**src/rtl/exc_ctrl.sv**
```systemverilog
// Exception / ertn commit controller: latches a WB-stage event, pulses the CSR
// update bus for one cycle, then holds the pipeline flush through a fetch
// redirect handshake and a fixed drain window before accepting the next event.
module exc_ctrl #(
   parameter int unsigned DRAIN_CYC = 2
) (
   input  logic        clk,
   input  logic        resetn,
   input  logic        wb_valid,
   input  logic [4:0]  wb_ex_vec,
   input  logic        wb_ertn,
   input  logic [31:0] wb_pc,
   input  logic        has_int,
   input  logic [31:0] ex_entry,
   input  logic [31:0] ertn_entry,
   output logic        wb_ready,
   output logic        wb_cancel,
   output logic [48:0] csr_in_bus,
   output logic        flush,
   output logic        redirect_valid,
   input  logic        redirect_ready,
   output logic [31:0] redirect_pc
);

   localparam int unsigned PC_W    = 32;
   localparam int unsigned ECODE_W = 6;
   localparam int unsigned ESUB_W  = 9;
   localparam int unsigned CNT_W   = 4;

   localparam logic [ECODE_W-1:0] ECODE_INT  = 6'h00;
   localparam logic [ECODE_W-1:0] ECODE_ADEF = 6'h08;
   localparam logic [ECODE_W-1:0] ECODE_INE  = 6'h0D;
   localparam logic [ECODE_W-1:0] ECODE_SYS  = 6'h0B;
   localparam logic [ECODE_W-1:0] ECODE_BRK  = 6'h0C;
   localparam logic [ECODE_W-1:0] ECODE_ALE  = 6'h09;

   // Payload layout seen by the CSR file.
   typedef struct packed {
      logic               ertn_flush;
      logic               wb_ex;
      logic [ECODE_W-1:0] ecode;
      logic [ESUB_W-1:0]  esubcode;
      logic [PC_W-1:0]    pc;
   } csr_bus_t;

   typedef enum logic [1:0] {
      IDLE   = 2'd0,
      COMMIT = 2'd1,
      REDIR  = 2'd2,
      DRAIN  = 2'd3
   } state_t;

   state_t              state_q, state_d;
   logic [CNT_W-1:0]    cnt_q, cnt_d;
   logic                ertn_q, ertn_d;
   logic [PC_W-1:0]     rpc_q, rpc_d;
   csr_bus_t            bus_q, bus_d;
   logic                flush_q, flush_d;
   logic                rvalid_q, rvalid_d;

   logic                exc_c;
   logic                trigger_c;
   logic [ECODE_W-1:0]  ecode_c;

   // Event classification: interrupt or any exception flag beats ertn.
   assign exc_c     = has_int | (|wb_ex_vec);
   assign trigger_c = (state_q == IDLE) & wb_valid & (exc_c | wb_ertn);

   assign wb_ready  = (state_q == IDLE);
   assign wb_cancel = trigger_c & exc_c;

   // Fixed-priority exception code selection.
   always_comb begin
      ecode_c = ECODE_INT;
      if (has_int)           ecode_c = ECODE_INT;
      else if (wb_ex_vec[0]) ecode_c = ECODE_ADEF;
      else if (wb_ex_vec[1]) ecode_c = ECODE_INE;
      else if (wb_ex_vec[2]) ecode_c = ECODE_SYS;
      else if (wb_ex_vec[3]) ecode_c = ECODE_BRK;
      else if (wb_ex_vec[4]) ecode_c = ECODE_ALE;
   end

   // Next-state and next-output logic.
   always_comb begin
      state_d  = state_q;
      cnt_d    = cnt_q;
      ertn_d   = ertn_q;
      rpc_d    = rpc_q;
      bus_d    = '0;

      unique case (state_q)
         IDLE: begin
            if (trigger_c) begin
               state_d          = COMMIT;
               ertn_d           = ~exc_c;
               bus_d.ertn_flush = ~exc_c;
               bus_d.wb_ex      = exc_c;
               bus_d.ecode      = exc_c ? ecode_c : '0;
               bus_d.esubcode   = '0;
               bus_d.pc         = wb_pc;
            end
         end
         COMMIT: begin
            state_d = REDIR;
            rpc_d   = ertn_q ? ertn_entry : ex_entry;
         end
         REDIR: begin
            if (redirect_ready) begin
               state_d = DRAIN;
               cnt_d   = CNT_W'(DRAIN_CYC - 1);
            end
         end
         DRAIN: begin
            if (cnt_q == '0) state_d = IDLE;
            else             cnt_d   = cnt_q - CNT_W'(1);
         end
         default: state_d = IDLE;
      endcase

      flush_d  = (state_d != IDLE);
      rvalid_d = (state_d == REDIR);
   end

   // State and registered outputs.
   always_ff @(posedge clk or negedge resetn) begin
      if (!resetn) begin
         state_q  <= IDLE;
         cnt_q    <= '0;
         ertn_q   <= 1'b0;
         rpc_q    <= '0;
         bus_q    <= '0;
         flush_q  <= 1'b0;
         rvalid_q <= 1'b0;
      end else begin
         state_q  <= state_d;
         cnt_q    <= cnt_d;
         ertn_q   <= ertn_d;
         rpc_q    <= rpc_d;
         bus_q    <= bus_d;
         flush_q  <= flush_d;
         rvalid_q <= rvalid_d;
      end
   end

   assign csr_in_bus     = bus_q;
   assign flush          = flush_q;
   assign redirect_valid = rvalid_q;
   assign redirect_pc    = rpc_q;

endmodule
```
**config.mk**
```make
export PLATFORM = sky130hd
export DESIGN_NAME = exc_ctrl
export DESIGN_NICKNAME = d
export VERILOG_FILES = /design/src/rtl/exc_ctrl.sv
export SDC_FILE = /design/constraint.sdc
export NUM_CORES = 1
export LEC_CHECK = 0
export BUFFER_PORTS_ARGS = -buffer_cell sky130_fd_sc_hd__buf_2
export CAP_MARGIN = 20
export CORE_ASPECT_RATIO = 0.7
export CORE_MARGIN = 4
export CORE_UTILIZATION = 39
export DETAILED_ROUTE_END_ITERATION = 7
export PLACE_DENSITY = 0.76
export RECOVER_POWER = 100
export SYNTH_ARGS = -nofsm -noshare
export SYNTH_HDL_FRONTEND = slang
export SYNTH_SLANG_ARGS = --single-unit
```
**constraint.sdc**
```tcl
create_clock -name clk -period 1.7 [get_ports clk]
set_clock_uncertainty 0.1 [all_clocks]
set_input_delay 0.34 -clock clk [delete_from_list [all_inputs] [get_ports clk]]
set_output_delay 0.34 -clock clk [all_outputs]
set_load 0.005 [all_outputs]
```
# Word level (Yosys, flattened, before mapping)

Index checks and enable logic that the tools add are counted.

Mux-type cells: 17
Bitwise logic cells: 6
$add $sub $neg: 1
Eq/ne operators: 6
Reductions and logical operators: 7

Operators by type and width:

| cell                                                | number |
|---|---|
| 2-to-1 mux 49 bit                                   | 2 |
| 2-to-1 mux 32 bit                                   | 1 |
| 2-to-1 mux 4 bit                                    | 7 |
| 2-to-1 mux 6 bit                                    | 2 |
| one-hot mux 2 bit (4 select lines)                  | 1 |
| one-hot mux 4 bit (2 select lines)                  | 1 |
| equality test 2 bit, second input constant          | 3 |
| 2-to-1 mux 2 bit                                    | 3 |
| OR reduction 5 bit                                  | 1 |
| logical NOT 4 bit                                   | 1 |
| inequality test 2 bit, second input constant        | 2 |
| nonzero test 2 bit                                  | 2 |
| subtractor 4 x 1 -> 4 bit, second input constant    | 1 |
| AND 1 bit                                           | 3 |
| AND reduction 3 bit                                 | 1 |
| equality test 2 x 1 -> 1 bit, second input constant | 1 |
| logical NOT 2 bit                                   | 1 |
| bitwise OR 1 bit                                    | 2 |
| AND reduction 2 bit                                 | 1 |
| inverter 1 bit                                      | 1 |

Bits of input ports: 107
Output and inout port bits: 85
Register bits after elaboration: 90

# Logic depth before layout (Yosys ltp)

Gate-level depths: netlist of run 1.

Depth in word-level cells: 9
Gate-level depth with buffers: 6

# Worst setup path after synthesis of run 1

No wires, ideal clock.

Path type: flip-flop to output port
From: reg state_q[1]
To: out wb_cancel
Path buffers: 2
Cell stages (with the launch flop): 5
Slack: 117 ps
Arrival time: 1143 ps
Data required time: 1260 ps
Path through: dfrtp_1 buf_6 or3b_1 buf_2 a21oi_1

Cells in the longest elaborated chain, start to end: 4

Ends and longest elaborated chain:

| what                     | line | text |
|---|---|---|
| start: declaration       | 53   | `state_t state_q, state_d;` |
| start signal: assignment | 135  | `state_q <= state_d;` |
| logical NOT 2 bit        | 67   | `assign trigger_c = (state_q == IDLE) & wb_valid & (exc_c \| wb_ertn);` |
| AND 1 bit (2 in a row)   | 67   |  |
| AND 1 bit                | 70   | `assign wb_cancel = trigger_c & exc_c;` |
| end: declaration         | 17   | `output logic wb_cancel,` |

Every way passes these cells.

# Worst setup path in the final report of run 1

Ends and elaborated chain as after synthesis.

==> results of run 1 <==
state kept, by name (all words and copies together) (netlist names):
register / cells
cnt_q: 4
ertn_q: 1
state_q: 2
csr_in_bus: 38
flush: 1
redirect_pc: 32
redirect_valid: 1
layout by cell type (no fill, tap or decap), types with 2 or more instances in the layout:
master | netlist | routed
buf_2 | 4 | 124
dfrtp_1 | 79 | 78
clkbuf_1 | 9 | 56
nand2_1 | 37 | 37
o21ai_0 | 34 | 34
mux2i_1 | 33 | 33
and2_1 | 32 | 24
conb_1 | 1 | 11
clkbuf_16 | 0 | 9
and2_0 | 0 | 8
buf_4 | 11 | 6
nor2_1 | 6 | 5
inv_1 | 4 | 4
nor3_1 | 4 | 4
a21oi_1 | 4 | 3
and3_1 | 3 | 3
clkinv_4 | 0 | 3
nor4b_1 | 2 | 2
nand3_1 | 2 | 2
bufinv_16 | 0 | 2
clkbuf_2 | 0 | 2
clkbuf_4 | 0 | 2
buf_12 | 0 | 2
through the flow:
step                std cells  setup WS, ns  utilization (%)  TNS (ns)  area, um2
global route              580        -0.144             57.1    -0.796       4570
floorplan                 296         0.117                -         0       3310
finish                    580        -0.104             57.1    -0.104       4570
global placement          563        0.0114             53.7         0       4300
detailed placement        563        0.0934             53.7         0       4300
CTS                       580        -0.122             58.1    -0.122       4650
layer usage:
| metal | track usage, % | wire [um] |
|---|---|---|
| met1 | 18.7 | 3230 |
| met2 | 28.0 | 3810 |
| met3 | 9.83 | 1070 |
| met4 | 4.36 | 57 |
| met5 | 0 | 0 |
path summary, 6_finish.rpt:
kind | cells past startpoint | to | slack (ns) | from
max in group asynchronous | 3 | redirect_pc[29] | 0.17 | resetn
min in group asynchronous | 2 | csr_in_bus[11] | 0.57 | resetn
worst min-delay path | 2 | csr_in_bus[25] | 0.11 | wb_pc[25]
worst max-delay path | 3 | wb_cancel | -0.10 | state_q[1]
worst min register to register | 2 | redirect_pc[12] | 0.38 | redirect_pc[12]
worst max register to register | 6 | state_q[0] | 0.06 | cnt_q[0]
kinds of logic (layout without fill, tap and decap cells):
| logic type | after synthesis | in the layout | synth area share [%] |
|---|---|---|---|
| multiplexers | 33 | 33 | 10.1 |
| flip-flops | 79 | 79 | 60.4 |
| buffers and inverters | 32 | 215 | 6.01 |
| adder cells (fa/ha/maj) | 1 | 1 | 0.382 |
| AND/OR/NAND/NOR | 96 | 96 | 15.4 |
| AO/OA/AOI/OAI | 44 | 44 | 7.54 |
| other | 1 | 11 | 0.115 |
cell type report:
class                           count  share of cell area [%]
Sequential cell                    79                    43.3
Tap cell                          101                    2.77
Multi-Input combinational cell    185                    25.2
Clock buffer                       10                    5.23
Timing Repair Buffer              195                    21.1
Inverter                            4                   0.329
Clock inverter                      6                    2.05
where the power goes:
part,switching (mW),internal (mW),leakage [nW],total (mW)
registers,0.258,2.41,1.03,2.66
clock network,0.732,1.33,0.159,2.06
logic,1.22,0.984,1.17,2.21
critical path, delay by kind of cell (launching register included):
family          cells  cell delay, ns
simple gates        1            0.40
compound gates      1            0.13
buf+inv             1            0.13
flops               1            0.38
timing repair:
action	CTS	global route
buffers inserted	0	1
endpoints found under the hold margin	29	0
endpoints found under the setup margin	2	2
hold buffers	1	0
gates resized for setup	3	1
pin swaps	0	2
==> flow_summary.json, run 1 <==
{
  "drive_gt1_share_pct": 33.4,
  "slew_violations": 0,
  "gp_congestion": 0.750,
  "die_h_um": 84.6,
  "endpoint_kind": "output pin",
  "min_period_ns": 1.80,
  "synth.distinct_cells": 33,
  "ys_warn_count": 0,
  "crit_path_top_delay_cell": "or3b_4",
  "max_slew.worst_pin.slew_ns": 0.798,
  "cts_inserted_buffers": 9,
  "design.die.area_um2": 9940,
  "multi_input_area_um2": 1150,
  "port_buffers": 180,
  "start_util_pct": 40.9,
  "place_hpwl_um": 6430,
  "drv_cap": 0,
  "ys_ff_latch": 79,
  "synth.most_common_cell": "dfrtp_1",
  "first_pass_iters": 4,
  "startpoint_type": "flip-flop",
  "antenna_found_initial": 0,
  "worstPathCellList": "or3b_4 -> a21oi_2 -> buf_2",
  "clock-sinks": 79,
  "synthArstFlopShare_pct": 100,
  "nNetsFinal": 582,
  "path_clk_slew_ns": 0.06,
  "pin_count": 192,
  "dr_total_vias": 2633,
  "syn-cell-area_um2": 3270,
  "grt_pass1_vias": 2745,
  "fmax_mhz": 554,
  "synth-seq-area-share_pct": 60.4,
  "final_antenna_net_count": 0,
  "regArea_um2": 1980,
  "cp_max_fo": 2,
  "routed_wl_um": 8170,
  "synth_cells": 286,
  "cts-root-buf": "clkbuf_16",
  "synth_top_area_share_pct": 60.4,
  "die_w_um": 117,
  "vdd_drop_max_mv": 0.618,
  "final_hold_viol_count": 0,
  "arrival_ns": 1.36,
  "cpPeakStageDelay_ns": 0.40,
  "h-tree-depth": 3,
  "n_fill_cell": 728,
  "p_per_area_nw_per_um2": 1520,
  "rows": 27,
  "yosysTopAreaCell": "dfrtp_1",
  "cts_buffer_depth": 2,
  "cts_tree": "done",
  "synth_ff_type": "dfrtp_1",
  "status": "finished, violations left",
  "power_leakage_nw": 2.36,
  "min_period_over_period_pct": 106,
  "drc_errors": 0,
  "rsz0062_at_grt": "yes",
  "worst_slew_margin_rel_pct": 46.8,
  "holdWs_ns": 0.114,
  "synth-edff-count": 0,
  "drt_iter0_markers": 40,
  "clk_latency_ns": 0.32,
  "synth_area_leaders": "dfrtp_1 (60%), mux2i_1 (10%), and2_1 (6.1%)",
  "area_growth_pct": 39.7,
  "crit_type": "flip-flop to output pin",
  "grt_pass1_wl_um": 13500,
  "required_ns": 1.26,
  "hold_class": "primary input to flip-flop",
  "setup_ws_ns": -0.104,
  "wl_per_cell_um": 14.1,
  "syn_area_per_cell_um2": 11.4,
  "violations": "setup timing",
  "synth_common_cells": "dfrtp_1 (79), nand2_1 (37), o21ai_0 (34), mux2i_1 (33), and2_1 (32)",
  "total_power_mw": 6.94,
  "core_um2": 8010,
  "setup_viol": 1,
  "track_usage_pct": 16.8,
  "avgViaCountPerCell": 4.54,
  "grt-ovfl-total": 0,
  "grt_max_degree": 44,
  "diodes": 0
}
Power figures use the tool's default switching activity.
==> inputs of run 2 (changes only) <==
Settings changed: CORE_ASPECT_RATIO 0.7 to unset, PLACE_DENSITY 0.76 to 0.85.
==> run 2 against run 1 <==
  * The run still ends with setup timing left
  * Non-clock buffer count is 3 higher
  * Global-route usage fell by 1.9 points
  * Power is 6.1% lower
  * Sequential power about the same
  * Maximum frequency decreased by 2.3%
  * Worst setup slack worse by 0.042 ns
  * Clock power is 29% lower
  * Sequential share of layout area fell by 1.1 points
  * Cell count rose by 1.0%
  * Via count increased by 3.2%
  * Critical path depth stayed put
  * Cell area increased by 2.5%
  * Critical endpoint unchanged
==> flow_summary.json, run 2 (synthesis gave the netlist of run 1 again) <==
{
  "path_clk_slew_ns": 0.08,
  "total_power_mw": 6.51,
  "area_growth_pct": 43.2,
  "design.die.area_um2": 9920,
  "drv_cap": 0,
  "start_util_pct": 40.0,
  "min_period_ns": 1.85,
  "violations": "setup timing",
  "dpl.cell_count": 564,
  "required_ns": 1.26,
  "cts_inserted_buffers": 9,
  "p_per_area_nw_per_um2": 1390,
  "first_pass_iters": 4,
  "worst_slew_margin_rel_pct": 54.3,
  "rsz0062_at_grt": "yes",
  "startpoint_type": "flip-flop",
  "fin_area_um2": 4680,
  "cpPeakStageDelay_ns": 0.42,
  "grt_pass1_vias": 2589,
  "slew_violations": 0,
  "layout_common_cells": "buf_2 (179), dfrtp_1 (78), nand2_1 (37), o21ai_0 (34), mux2i_1 (33)",
  "largest_reg_flops": 38,
  "status": "finished, violations left",
  "gp_congestion": 0.754,
  "pin_count": 192,
  "dr_total_vias": 2717,
  "port_buffers": 180,
  "power_leakage_nw": 2.59,
  "crit_type": "flip-flop to output pin",
  "final_antenna_net_count": 0,
  "hold_class": "primary input to flip-flop",
  "nNetsFinal": 585,
  "setup_ws_ns": -0.146,
  "fin_util_pct": 57.3,
  "mostFrequentLayoutCell": "buf_2",
  "die_w_um": 99.6,
  "endpoint_kind": "output pin",
  "core_um2": 8180,
  "die_h_um": 99.6,
  "worstPathCellList": "or3b_4 -> a21oi_4 -> buf_2",
  "drc_errors": 0,
  "cts_tree": "done",
  "placed_cell_area_um2": 4300,
  "setup_viol": 34,
  "final_cells": 586,
  "avgViaCountPerCell": 4.64,
  "clk_latency_ns": 0.33,
  "finalSetupTns_ns": -2.24,
  "max_slew.worst_pin.slew_ns": 0.685,
  "place_hpwl_um": 5810,
  "wl_per_cell_um": 13.8,
  "grt_pass1_wl_um": 11900,
  "grt-ovfl-total": 0,
  "dp_slack_ns": 0.0719,
  "crit_path_top_delay_cell": "or3b_4",
  "holdWs_ns": 0.0980,
  "routed_wl_um": 8060,
  "n_fill_cell": 707,
  "fmax_mhz": 542,
  "diodes": 0,
  "grt_max_degree": 80,
  "min_period_over_period_pct": 109,
  "rows": 33,
  "cp_max_fo": 2,
  "arrival_ns": 1.41,
  "track_usage_pct": 15.0,
  "drt_iter0_markers": 90,
  "clock-sinks": 79,
  "final_hold_viol_count": 0,
  "antenna_found_initial": 0,
  "h-tree-depth": 3,
  "cts-root-buf": "clkbuf_8",
  "vdd_drop_max_mv": 0.523,
  "drive_gt1_share_pct": 47.4,
  "cts_buffer_depth": 2
}
==> run 2: timing repair <==
item | CTS | global route
gates resized for setup | 3 | 15
pin swaps | 1 | 1
cloned | 0 | 4
hold buffers | 1 | 0
setup endpoints to repair | 2 | 37
setup buffers | 1 | 2
endpoints found under the hold margin | 79 | 0
==> run 2: layer usage <==
metal	GRT usage (%)	vias to the layer above	part of all wire, %
li1	-	1313	-
met2	26.3	120	52
met3	7.01	8	11
met4	3.78	0	0.93
met5	0	-	0
met1	16.4	1276	36
==> run 2: final cells by class <==
cell class,count,area (um2),share of cell area (%)
Timing Repair Buffer,198,1160,24.7
Tap cell,105,131,2.81
Inverter,4,15.0,0.321
Multi-Input combinational cell,185,1190,25.4
Clock buffer,11,141,3.02
Clock inverter,4,70.1,1.50
Sequential cell,79,1980,42.2
==> run 2: where the power goes <==
part / internal, mW / switching, mW / leakage, nW / total, mW
clock network: 0.855 / 0.612 / 0.109 / 1.47
logic: 1.17 / 1.22 / 1.46 / 2.39
registers: 2.40 / 0.251 / 1.03 / 2.65
==> run 2: final timing paths <==
path	startpoint	endpoint	slack [ns]	cells after the start
setup / recovery	state_q[1]	wb_cancel	-0.15	3
hold / removal	wb_ex_vec[1]	csr_in_bus[42]	0.1	2
setup reg to reg	state_q[1]	csr_in_bus[4]	-0.09	7
hold reg to reg	redirect_pc[20]	redirect_pc[20]	0.37	2
max in group asynchronous	resetn	ertn_q	0.41	3
min in group asynchronous	resetn	redirect_pc[5]	0.60	3
==> run 2: worst max-delay path: cells and delay by family (launching register included) <==
kind	cells	cell delay, ns
and+or+nand+nor	1	0.42
DFF	1	0.38
AOI/OAI and AO/OA	1	0.14
buffers and inverters	1	0.13
